File: src/rtl/posit_ext_sched.sv
// Operand packer/scheduler: packs consecutive same-precision posit operands into one
// 32-bit SIMD word (4xP8, 2xP16 or 1xP32) with a lane mask and tags for the extraction unit.
module posit_ext_sched #(
    parameter int unsigned TIMEOUT = 4,
    parameter int unsigned TAG_W   = 4
) (
    input  logic               clk,
    input  logic               rst_n,
    input  logic               in_valid,
    output logic               in_ready,
    input  logic [31:0]        in_data,
    input  logic [1:0]         in_mode,
    input  logic [TAG_W-1:0]   in_tag,
    input  logic               flush,
    output logic               out_valid,
    input  logic               out_ready,
    output logic [31:0]        out_data,
    output logic [1:0]         out_mode,
    output logic [3:0]         out_lane_vld,
    output logic [4*TAG_W-1:0] out_tags,
    output logic               err_illegal,
    output logic               busy
);
    localparam int unsigned DATA_W = 32;
    localparam int unsigned LANES  = 4;
    localparam int unsigned TAGS_W = LANES * TAG_W;
    localparam int unsigned TMO_W  = (TIMEOUT < 2) ? 1 : $clog2(TIMEOUT);

    localparam logic [1:0] MODE_P8  = 2'b00;
    localparam logic [1:0] MODE_P16 = 2'b01;
    localparam logic [1:0] MODE_P32 = 2'b10;
    localparam logic [1:0] MODE_ILL = 2'b11;

    typedef enum logic [1:0] {S_IDLE, S_FILL, S_SEND} state_e;

    state_e              state_q, state_d;
    logic [1:0]          mode_q, mode_d;
    logic [DATA_W-1:0]   data_q, data_d;
    logic [LANES-1:0]    vld_q, vld_d;
    logic [TAGS_W-1:0]   tags_q, tags_d;
    logic [2:0]          lanes_q, lanes_d;
    logic [TMO_W-1:0]    tmo_q, tmo_d;
    logic                err_q, err_d;
    logic                wr_en;
    logic [2:0]          cap;
    logic [2:0]          lanes_inc;

    // In FILL only the latched precision (or an illegal code, which is dropped) may enter
    always_comb begin
        in_ready = 1'b0;
        unique case (state_q)
            S_IDLE:  in_ready = 1'b1;
            S_FILL:  in_ready = (in_mode == mode_q) || (in_mode == MODE_ILL);
            default: in_ready = 1'b0;
        endcase
        if (!rst_n) in_ready = 1'b0;
    end

    always_comb begin
        unique case (mode_q)
            MODE_P8:  cap = 3'd4;
            MODE_P16: cap = 3'd2;
            default:  cap = 3'd1;
        endcase
    end

    assign lanes_inc = lanes_q + 3'd1;

    always_comb begin
        state_d = state_q;
        mode_d  = mode_q;
        data_d  = data_q;
        vld_d   = vld_q;
        tags_d  = tags_q;
        lanes_d = lanes_q;
        tmo_d   = tmo_q;
        err_d   = 1'b0;
        wr_en   = 1'b0;

        unique case (state_q)
            S_IDLE: begin
                if (in_valid && in_mode == MODE_ILL) begin
                    err_d = 1'b1;
                end else if (in_valid) begin
                    wr_en   = 1'b1;
                    mode_d  = in_mode;
                    lanes_d = 3'd1;
                    tmo_d   = '0;
                    state_d = (in_mode == MODE_P32) ? S_SEND : S_FILL;
                end
            end
            S_FILL: begin
                if (in_valid && in_mode == MODE_ILL) begin
                    err_d = 1'b1;
                    if (flush) state_d = S_SEND;
                end else if (in_valid && in_mode == mode_q) begin
                    wr_en   = 1'b1;
                    lanes_d = lanes_inc;
                    tmo_d   = '0;
                    if (lanes_inc == cap || flush) state_d = S_SEND;
                end else if (in_valid || flush) begin
                    state_d = S_SEND;
                end else if (tmo_q == TMO_W'(TIMEOUT - 1)) begin
                    state_d = S_SEND;
                end else begin
                    tmo_d = tmo_q + TMO_W'(1);
                end
            end
            S_SEND: begin
                if (out_ready) begin
                    state_d = S_IDLE;
                    mode_d  = '0;
                    data_d  = '0;
                    vld_d   = '0;
                    tags_d  = '0;
                    lanes_d = '0;
                    tmo_d   = '0;
                end
            end
            default: state_d = S_IDLE;
        endcase

        // Lane placement: slot index is the number of operands already in the word
        if (wr_en) begin
            for (int unsigned k = 0; k < LANES; k++) begin
                if (lanes_q == 3'(k)) begin
                    tags_d[k*TAG_W +: TAG_W] = in_tag;
                    if (in_mode == MODE_P8) begin
                        data_d[8*k +: 8] = in_data[7:0];
                        vld_d[k]         = 1'b1;
                    end else if (in_mode == MODE_P16) begin
                        data_d[16*(k%2) +: 16] = in_data[15:0];
                        vld_d[2*(k%2) +: 2]    = 2'b11;
                    end
                end
            end
            if (in_mode == MODE_P32) begin
                data_d = in_data;
                vld_d  = 4'b1111;
            end
        end
    end

    always_ff @(posedge clk or negedge rst_n) begin
        if (!rst_n) begin
            state_q <= S_IDLE;
            mode_q  <= '0;
            data_q  <= '0;
            vld_q   <= '0;
            tags_q  <= '0;
            lanes_q <= '0;
            tmo_q   <= '0;
            err_q   <= 1'b0;
        end else begin
            state_q <= state_d;
            mode_q  <= mode_d;
            data_q  <= data_d;
            vld_q   <= vld_d;
            tags_q  <= tags_d;
            lanes_q <= lanes_d;
            tmo_q   <= tmo_d;
            err_q   <= err_d;
        end
    end

    assign out_valid    = (state_q == S_SEND);
    assign out_data     = data_q;
    assign out_mode     = mode_q;
    assign out_lane_vld = vld_q;
    assign out_tags     = tags_q;
    assign err_illegal  = err_q;
    assign busy         = (state_q != S_IDLE);

endmodule

File: config.mk
export PLATFORM = sky130hd
export DESIGN_NAME = posit_ext_sched
export DESIGN_NICKNAME = d
export VERILOG_FILES = /design/src/rtl/posit_ext_sched.sv
export SDC_FILE = /design/constraint.sdc
export NUM_CORES = 1
export LEC_CHECK = 0
export ABC_AREA = 0
export BUFFER_PORTS_ARGS = -buffer_cell sky130_fd_sc_hd__buf_2
export CAP_MARGIN = 20
export CORE_MARGIN = 1.5
export CORE_UTILIZATION = 35
export DETAILED_ROUTE_END_ITERATION = 12
export GPL_ROUTABILITY_DRIVEN = 0
export PLACE_DENSITY_LB_ADDON = 0.12
export SLEW_MARGIN = 20
export SYNTH_ARGS = -nofsm -noshare
export SYNTH_HDL_FRONTEND = slang
export SYNTH_SLANG_ARGS = --single-unit
File: constraint.sdc
create_clock -name clk -period 1.95 [get_ports clk]
set_clock_uncertainty 0.15 [all_clocks]
set_input_delay 0.195 -clock clk [delete_from_list [all_inputs] [get_ports clk]]
set_output_delay 0.195 -clock clk [all_outputs]
set_load 0.02 [all_outputs]
# After elaboration in Yosys (flattened, before gate mapping)

Index checks and enable logic that the tools add are counted.
Widths: inputs -> output; s select.

Register bits: 62
Bits in latches: 0
RAM bits: 0
Bits in read-only memories: 0
Input port bits: 43
Output and inout bits: 58
Logic and storage cells: 139
Memories: 0

Add/sub/neg operators: 2
Multipliers: 0
Div/mod/pow operators: 0
Magnitude comparators: 0
Equality and inequality tests: 22
Shift-type cells: 0
Multiplexer cells: 90
Bitwise logic cells: 0
Reductions and logical operators: 17

Operators by type and width:

| kind               | number |
|---|---|
| $mux 16            | 14 |
| $mux 32            | 4 |
| $mux 2             | 29 |
| $mux 24            | 2 |
| $mux 8             | 6 |
| $mux 4             | 8 |
| $mux 3             | 7 |
| $mux 1             | 13 |
| $pmux 2 s3         | 2 |
| $reduce_and 6->1   | 2 |
| $ne 3x3->1 const B | 3 |
| $pmux 3 s3         | 1 |
| $eq 2x2->1 const B | 4 |
| $ne 2x2->1 const B | 4 |
| $reduce_and 7->1   | 1 |
| $eq 2x1->1 const B | 3 |
| $eq 3x2->1 const B | 2 |
| $logic_not 2->1    | 3 |
| $pmux 3 s2         | 1 |
| $ne 5x5->1 const B | 1 |
| $ne 4x4->1 const B | 1 |
| $pmux 1 s2         | 2 |
| $pmux 2 s2         | 1 |
| $reduce_and 4->1   | 1 |
| other kinds (12)   | 16 |

# Longest topological paths before layout

Gate-level depths: netlist (run 1).

Depth after elaboration: 18
Mapped depth: 8
Gate-level depth less buffers: 7

# Least setup slack after synthesis (run 1)

Ideal clock, no wire load.

Path kind: register to register
Start point: reg lanes_q[0]
End point: reg state_q[0]
Library setup time: 0.079 ns
Arrival time: 1.742 ns
Data required time: 1.721 ns
Setup slack: -0.021 ns
Cell stages (with the launch flop): 7
Buffers on the path: 0
Clock period less this slack: 1.971 ns
Cells stage by stage: dfrtp_1 inv_1 ha_1 a32o_1 a221o_1 o21ai_0 mux2i_1

Word-level cells in the longest chain between the ends: 5

Ends and longest elaborated chain:

| element                           | line | text |
|---|---|---|
| from (decl)                       | 41   | `logic [2:0] lanes_q, lanes_d;` |
| from (signal assigned)            | 160  | `lanes_q <= lanes_d;` |
| $add 3x1->3                       | 67   | `assign lanes_inc = lanes_q + 3'd1;` |
| $eq 3x3->1                        | 100  | `if (lanes_inc == cap \|\| flush) state_d = S_SEND;` |
| $logic_or 1x1->1                  | 100  |  |
| $ne 4x4->1 (no source line)       | -    |  |
| $reduce_and 6->1 (no source line) | -    |  |
| to (signal assigned)              | 155  | `state_q <= state_d;` |
| to (decl)                         | 36   | `state_e state_q, state_d;` |

No other way between the ends.
A chain may end at the register's enable or synchronous reset.

# Worst setup path in the final report (run 1)

Same ends and word-level chain as after synthesis.

==> results of run 1 <==
## cells in the final DEF (no fill, tap or decap), types with 3 or more instances in the layout
master         count
nor2_2             3
dlygate4sd3_1     13
a21oi_2            7
a22oi_1           19
mux2i_1           20
buf_2            100
nand3_1            8
clkbuf_8           9
dfrtp_1           60
inv_1             13
o22ai_1            6
ha_2               3
nor2b_2            3
o21ai_0           15
a21oi_1           18
nand2_1           60
o2bb2ai_1         11
nor2b_1            5
nor2_1            14
o2bb2ai_2          5
o21ai_2            3
a21o_1             4
buf_6              5
a22oi_2            4
buf_12             5
inv_2              4
buf_4             40
ha_4               5
## power breakdown
part,switching [uW],internal [uW]
logic,2210,1790
registers,315,1770
clock network,548,464
total,3070,4030
## tightest hold or removal path: cells and delay by family
| family | cells | cell delay [ps] |
|---|---|---|
| simple gates | 3 | 130 |
| compound gates | 1 | 70 |
| buf+inv | 1 | 80 |
## worst min path at each step
| stage | from | end | slack [ps] |
|---|---|---|---|
| global route | in_data[18] | out_data[18] | 10 |
| finish | in_data[21] | out_data[21] | 8 |
| floorplan | rst_n | err_illegal | -250 |
| CTS | in_data[16] | out_data[16] | 1 |
| global placement | rst_n | out_tags[6] | 190 |
| detailed placement | rst_n | out_tags[6] | 200 |
## timing repair
| item | in CTS | in global routing |
|---|---|---|
| endpoints found under the hold margin | 74 | 0 |
| pin swaps | 2 | 14 |
| hold buffers | 13 | 0 |
| setup buffers | 3 | 6 |
| resized for setup | 18 | 48 |
| setup endpoints to repair | 36 | 38 |
## flip-flops by register name, indices dropped and copies added (netlist names)
| name | count |
|---|---|
| tmo_q | 2 |
| out_lane_vld | 4 |
| state_q | 2 |
| out_data | 32 |
| err_illegal | 1 |
| lanes_q | 3 |
| out_tags | 16 |
| out_mode | 2 |
## logic make-up (layout without fill, tap and decap cells)
logic type	Yosys count	count (layout)	synth area share, %
buf+inv	44	196	5.73
flops	62	62	45.0
mux	23	23	6.79
xor+xnor	2	2	0.508
compound gates	111	111	22.9
simple gates	114	114	15.5
fa+ha+maj	10	10	3.63
## metal layers
layer  up-vias  GRT usage, %
met3        12          4.10
li1       1595             -
met2       101          29.8
met5         -             0
met4         0          6.11
met1      1597          28.2
## cell type report
class | instances | area [um2]
multi-input combinational | 260 | 1930
clock inverter | 5 | 35.0
clock buffer | 11 | 131
fill | 942 | 4720
tap | 133 | 166
inverter | 17 | 63.8
timing repair buffer | 163 | 1090
sequential | 62 | 1550
## metrics by stage
step                cell area [um2]  hold WS, ps  std cells
global placement               4360          194        614
finish                         4970         8.33        651
CTS                            4720         1.21        646
detailed placement             4360          200        614
floorplan                      3450         -251        366
global route                   4970         10.2        651
==> impl_results.md, run 1 <==
- Die height: 102 um
- Outcome: finished, violations left
- R2R cell count: 7
- Mean Syn Cell Area: 9.42 um2
- IO Port Bufs: 100
- Largest net degree at the start of global routing: 63
- Max Cap Viol: 0
- Antenna cells: 0
- Hpwl dp: 7400 um
- FMAX: 0.499 GHz
- Gr usage total: 19.7%
- Most frequent cell after synthesis: dfrtp_1
- Met3 wire len: 508 um
- Synth unique cells: 50
- Mapped Cells: 366
- Leakage Power: 0.00239 uW
- Top routing layer used: met4
- Failing checks: setup timing
- Ys Warns: 0
- Final setup viols: 6
- Startpoint Class: flop
- Die X-Extent: 102 um
- Worst setup margin: -54.0 ps
- Die Area: 10500 um2
- Worst vdd ir: 0.000782 V
- Slowest CP cell: dfrtp_1
- Met2 WL: 4800 um
- H-tree levels: 3
- Grt ovf: 0
- WL met1: 4920 um
- CP top delay family: compound AO/OA/AOI/OAI gates
- Routed WL: 10400 um
- Core area: 9680 um2
- Synth-to-Final Area Change: 44.1%
- Worst Path Required: 2070 ps
- Top cells by count, synth: dfrtp_1 (62), nand2_1 (60), a21oi_1 (24)
- Max Slew Vio Count: 0
- Wirelength per Cell: 16.0 um
- Mapped Nets: 419
- Worst Setup EP: state_q[0]
- Final cycle utilization of the critical path: 103%
- Pre-CTS WS: -125 ps
- Power Dens Cells: 1430 nW/um2
- Row Count: 36
- IO Count: 101
- Seq/Total Area, Yosys: 45.0%
- Slew margin rel.: 77.8%
- Clk buf depth: 2
- Critical path class: reg2reg
- Via-per-instance ratio: 5.08
- Router iterations before antenna repair: 4
- HP Class: in2reg
- Worst Max-Slew Pin Slew: 331 ps
- Seq cells post-synth: 62
- Worst path arrival time: 2120 ps
- Critical path buffers and inverters: 1
- Reg clk slew, reported paths: 80 ps
- Vias: 3305
- Post-synth top area share: 45.0%
- Overall power: 7100 uW
- Initial antenna violation count: 0
- Clock Sinks: 62
- Reg-to-Reg End: state_q[0]
- Vias in the first global route: 3084
- Worst setup EP type: flop
- Post-synth design cell area: 3450 um2
- Worst R2R Setup Slack: -50 ps
- Post-route antenna net violation count: 0
- Number of buffers created by CTS: 9
- Drt initial violations: 208
- CP max stage delay: 440 ps
- Clk Latency, worst-skew pair: 340 ps
- Post-synth ARST share: 100%
- First-pass GRT wire length: 15600 um
- Nets: 566
- TNS Setup: -102 ps
- Hold path cells: 5
- CTS tree: built
- Endpoints failing hold: 0
- RR Startpoint: lanes_q[0]
- Leading area contributor after synthesis: dfrtp_1
- Worst Path Max Fanout: 4
- Starting Density: 35.6%
- Worst path depth: 7
- CTS root buffer: clkbuf_8
- RSZ-0062 raised after global routing: yes
- Setup crit start: lanes_q[0]
- Post-layout util: 51.3%
- Number of synthesized flops with an enable pin: 0
- Final min period: 2000 ps
- Dominant synthesized flop cell: dfrtp_1
- Layout cells sized above 1: 43.4%
- Crit path cell chain: inv_2, ha_4, nor2_2, a32o_2, a221o_1, o21ai_2, mux2i_1
- Largest cells by area after synthesis: dfrtp_1 (45%), nand2_1 (6.5%), mux2i_1 (5.8%), a22oi_1 (4.8%), o2bb2ai_1 (4.1%)
- DRC viols: 0
Power figures use the tool's default switching activity.
==> run 2: changes to the inputs <==
Settings changed: CELL_PAD_IN_SITES_DETAIL_PLACEMENT set to 0, CELL_PAD_IN_SITES_GLOBAL_PLACEMENT set to 2, CORE_UTILIZATION 35 to 28.
==> impl_results.md, run 2 (synthesis gave the netlist of run 1 again) <==
- Outcome: finished clean
- Final cycle utilization of the critical path: 98.4% (-4.4 points)
- Die X-Extent: 114 um (+11%)
- Slew margin rel.: 73.5% (-4.3 points)
- IO Port Bufs: 100 (unchanged)
- Vias in the first global route: 3151 (+2.2%)
- Worst path arrival time: 2030 ps (-90 ps)
- Core area: 12000 um2 (+24%)
- Layout cells sized above 1: 44.4% (+0.97 points)
- RSZ-0062 raised after global routing: yes
- Final min period: 1920 ps (-86.2 ps)
- Top routing layer used: met4
- First-pass GRT wire length: 17400 um (+12%)
- Worst Path Required: 2060 ps (about the same)
- DRC viols: 0 (unchanged)
- Worst setup EP type: flop
- Number of flip-flops in the largest register: 32 (unchanged)
- Starting Density: 28.7% (-6.9 points)
- Most frequent cells in the layout: buf_2 (99), nand2_1 (60), dfrtp_1 (60)
- Clk buf depth: 2 (unchanged)
- Nets: 576 (+1.8%)
- Met3 wire len: 534 um (+5.1%)
- Antenna cells: 0 (unchanged)
- Hold path cells: 3 (-2)
- WL met1: 5410 um (+10%)
- Post-layout util: 43.4% (-7.9 points)
- Grt ovf: 0 (unchanged)
- Wirelength per Cell: 16.7 um (+5.0%)
- Router iterations before antenna repair: 4 (unchanged)
- Met2 WL: 5130 um (+6.9%)
- Hpwl dp: 8130 um (+9.7%)
- Worst Path Max Fanout: 4 (unchanged)
- Largest net degree at the start of global routing: 63 (unchanged)
- Power Dens Cells: 1540 nW/um2 (+8.0%)
- R2R cell count: 7 (unchanged)
- Min Hold Slack: 11.7 ps (+3.37 ps)
- Gr usage total: 17.8% (-1.9 points)
- Worst vdd ir: 0.000735 V (-6.1%)
- H-tree levels: 3 (unchanged)
- IO Count: 101 (unchanged)
- Worst Max-Slew Pin Slew: 397 ps (+66.2 ps)
- Row Count: 40 (+11%)
- Reg clk slew, reported paths: 60 ps (-20 ps)
- Die Area: 13000 um2 (+24%)
- Routed WL: 11300 um (+8.7%)
- Vias: 3272 (-1.0%)
- Fillers: 1189 (+26%)
- Initial antenna violation count: 0 (unchanged)
- Max Cap Viol: 0 (unchanged)
- Via-per-instance ratio: 4.85 (-4.4%)
- Leakage Power: 0.00250 uW (+4.7%)
- HP Class: in2reg
- Commonest non-fill, non-tap cell in the layout: buf_2
- Synth-to-Final Area Change: 51.1%
- CTS tree: built
- Critical path class: reg2reg
- FMAX: 0.521 GHz (+4.5%)
- Endpoints failing hold: 0 (unchanged)
- Max Slew Vio Count: 0 (unchanged)
- Die height: 114 um (+11%)
- Final setup viols: 0 (-6)
- CTS root buffer: clkbuf_16
- Number of buffers created by CTS: 9 (unchanged)
- Clock Sinks: 62 (unchanged)
- Post-route antenna net violation count: 0 (unchanged)
- Drt initial violations: 184 (-12%)
- Startpoint Class: flop
- Clk Latency, worst-skew pair: 330 ps (about the same)
-- run 2: metrics by stage --
step / std cells / TNS (ps) / setup slack (ps) / area (um2) / total power [uW]
detailed placement: 633 / -2450 / -125 / 4400 / 5630
finish: 674 / 0 / 32.2 / 5210 / 8030
CTS: 661 / -282 / -45.0 / 4920 / 7610
global route: 674 / -1090 / -95.5 / 5210 / 8580
floorplan: 366 / 0 / 3.28 / 3450 / 4190
global placement: 633 / -1240 / -93.3 / 4400 / 5630
-- run 2: final cells by class --
cell class	count	area, um2	share of cell area, %
inverter	17	68.8	1.32
clock inverter	3	68.8	1.32
sequential	62	1550	29.8
timing repair buffer	173	1170	22.4
multi-input combinational	260	1920	36.8
clock buffer	12	246	4.73
tap	147	184	3.53
-- run 2: report_power, final --
group | total (uW) | leakage (uW) | switching, uW | internal [uW]
Clock | 1730 | 0.000153 | 585 | 1150
Combinational | 4210 | 0.00153 | 2260 | 1940
Sequential | 2090 | 0.000818 | 320 | 1770
-- run 2: routing by layer --
| metal | GRT usage [%] | vias up |
|---|---|---|
| met5 | 0 | - |
| met4 | 6.50 | 0 |
| met3 | 4.30 | 12 |
| met2 | 27.3 | 102 |
| met1 | 24.5 | 1541 |
| li1 | - | 1617 |
-- run 2: path summary, 6_finish.rpt --
check / end / slack (ps) / start
worst min-delay path: out_data[1] / 10 / in_data[1]
worst min register to register: out_lane_vld[2] / 330 / out_lane_vld[2]
worst max register to register: state_q[0] / 30 / lanes_q[0]
worst max-delay path: state_q[0] / 30 / lanes_q[0]
max in group asynchronous: out_mode[0] / 970 / rst_n
min in group asynchronous: out_tags[2] / 360 / rst_n
-- run 2: critical path: stages, from the launching register on --
cell and delay (ps):
dfrtp_1 410, inv_2 90, ha_4 280, nor2_1 40, a32o_1 190, a221o_1 300, o21ai_2 180, mux2i_1 200
-- run 2: timing repair --
item / CTS / global route
endpoints found under the setup margin: 37 / 57
hold buffers: 10 / 0
pin swaps: 7 / 11
setup buffers: 3 / 13
gates resized for setup: 21 / 44
hold endpoints to repair: 71 / 0
==> run 3: changes to the inputs <==
Settings changed: HOLD_SLACK_MARGIN set to 0.02, MAX_ROUTING_LAYER set to met4.
==> impl_results.md, run 3 (synthesis gave the netlist of run 1 again) <==
- Worst hold start: in_tag[2]
- Vias in the first global route: 3199 (+1.5%)
- Max Slew Vio Count: 0 (unchanged)
- Most frequent cells in the layout: buf_2 (99), nand2_1 (60), dfrtp_1 (60)
- Post-route antenna net violation count: 0 (unchanged)
- Power Dens Cells: 1520 nW/um2 (-1.6%)
- Hpwl dp: 8130 um (unchanged)
- Clk Latency, worst-skew pair: 330 ps (about the same)
- First-pass GRT wire length: 17600 um (+0.83%)
- Final cycle utilization of the critical path: 98.3% (about the same)
- Worst R2R Setup Slack: 30 ps (about the same)
- Reg-to-Reg End: state_q[0]
- Synth-to-Final Area Change: 53.5%
- Wirelength per Cell: 16.8 um (+0.33%)
- Drt initial violations: 163 (-11%)
- CP max stage delay: 410 ps (about the same)
- Reg clk slew, reported paths: 50 ps (about the same)
- Nets: 585 (+1.6%)
- DRC viols: 0 (unchanged)
- Grt ovf: 0 (unchanged)
- Slew margin rel.: 73.4% (about the same)
- Leakage Power: 0.00254 uW (+1.4%)
- HP Class: in2reg
- Largest net degree at the start of global routing: 63 (unchanged)
- Final min period: 1920 ps (-1.15 ps)
- Worst setup margin: 33.3 ps (+1.15 ps)
- Number of flip-flops in the largest register: 32 (unchanged)
- Outcome: finished clean
- RSZ-0062 raised after global routing: yes
- Initial antenna violation count: 0 (unchanged)
- Vias: 3331 (+1.8%)
- H-tree levels: 3 (unchanged)
- Min Hold Slack: 38.1 ps (+26.4 ps)
- Commonest non-fill, non-tap cell in the layout: buf_2
- Worst Max-Slew Pin Slew: 398 ps (+0.899 ps)
- CTS tree: built
- Clk buf depth: 2 (unchanged)
- Startpoint Class: flop
- Via-per-instance ratio: 4.88 (+0.46%)
- Starting Density: 28.7% (unchanged)
- Max Cap Viol: 0 (unchanged)
- Final instance area: 5290 um2 (+1.6%)
- Die height: 114 um (unchanged)
- Crit path cell chain: inv_2, ha_4, nor2_1, a32o_1, a221o_1, o21ai_2, mux2i_1
- Pre-CTS WS: -125 ps (unchanged)
- Die X-Extent: 114 um (unchanged)
- Routed WL: 11500 um (+1.7%)
- Layout Cells excl Fill: 683 (+1.3%)
- Antenna cells: 0 (unchanged)
- Placed insts: 633 (unchanged)
- Hold path cells: 3 (unchanged)
- Router iterations before antenna repair: 4 (unchanged)
- Slowest CP cell: dfrtp_1
- CTS root buffer: clkbuf_16
- Endpoints failing hold: 0 (unchanged)
- IO Port Bufs: 100 (unchanged)
- Worst Path Max Fanout: 4 (unchanged)
- R2R cell count: 7 (unchanged)
- Clock Sinks: 62 (unchanged)
- Final setup viols: 0 (unchanged)
- Dpl cell area: 4400 um2 (unchanged)
- Number of buffers created by CTS: 9 (unchanged)
- Core area: 12000 um2 (unchanged)
- Layout cells sized above 1: 43.1% (-1.3 points)
- IO Count: 101 (unchanged)
- RR Startpoint: lanes_q[0]
- Worst setup EP type: flop
- Gr usage total: 18.5% (+0.70 points)
- FMAX: 0.522 GHz (about the same)
- Die Area: 13000 um2 (unchanged)
- Worst Path Required: 2060 ps (about the same)
- Row Count: 40 (unchanged)
- Hold endpoint: out_tags[14]
- TNS Setup: 0 ps (unchanged)
- Worst vdd ir: 0.000738 V (+0.44%)
- Worst path arrival time: 2030 ps (about the same)
- Critical path class: reg2reg
run 3: cell count changes in the layout (fill, tap and decap cells not counted):
cell,previous run,this run
a22oi_1,17,18
buf_4,51,50
a22oi_2,6,5
a21oi_1,23,24
dlygate4sd3_1,10,20
a21oi_2,3,2
run 3: timing repair:
action	CTS	global route
setup buffers	3	12
hold buffers	20	0
endpoints found under the setup margin	37	57
pin swaps	7	11
resized for setup	21	42
endpoints found under the hold margin	83	0
run 3: final cells by class:
class | instances | area, um2
flip-flops and latches | 62 | 1550
multi-input cells | 260 | 1910
fillers | 1182 | 6720
repair buffers | 182 | 1260
clock buffers | 12 | 246
well taps | 147 | 184
clock inverters | 3 | 68.8
inverters | 17 | 68.8
run 3: metal layers:
metal / GRT usage, % / wire length [um] / vias to the layer above / part of all wire (%)
met5: - / 0 / - / 0
met4: 6.58 / 218 / 0 / 1.9
met3: 4.09 / 492 / 15 / 4.3
met2: 27.7 / 5230 / 90 / 46
met1: 24.7 / 5530 / 1590 / 48
li1: - / - / 1636 / -
run 3: through the flow:
step	utilization (%)	total power (uW)
after detailed placement	36.6	5630
after global placement	36.6	5630
after CTS	41.8	7630
after global routing	44.1	8570
final	44.1	8030
after floorplan	-	4190
run 3: worst max-delay path by stage:
stage / end / start / slack [ps]
3_5_place_dp: out_tags[1] / state_q[1] / -130
3_3_place_gp: out_tags[0] / state_q[1] / -90
5_1_grt: state_q[0] / lanes_q[0] / -100
2_1_floorplan: tmo_q[0] / state_q[0] / 3
4_1_cts: out_data[24] / state_q[0] / -40
6_report: state_q[0] / lanes_q[0] / 30
run 3: power by group:
group | total, uW | internal (uW) | switching [uW]
registers | 2100 | 1770 | 322
logic | 4200 | 1940 | 2260
clock network | 1730 | 1150 | 582
run 3: critical path, delay by kind of cell (launching register included):
family,cells,cell delay [ps]
muxes,1,200
and+or+nand+nor,1,40
adders and majority gates,1,280
DFF,1,410
buffers and inverters,1,90
AOI/OAI and AO/OA,3,670
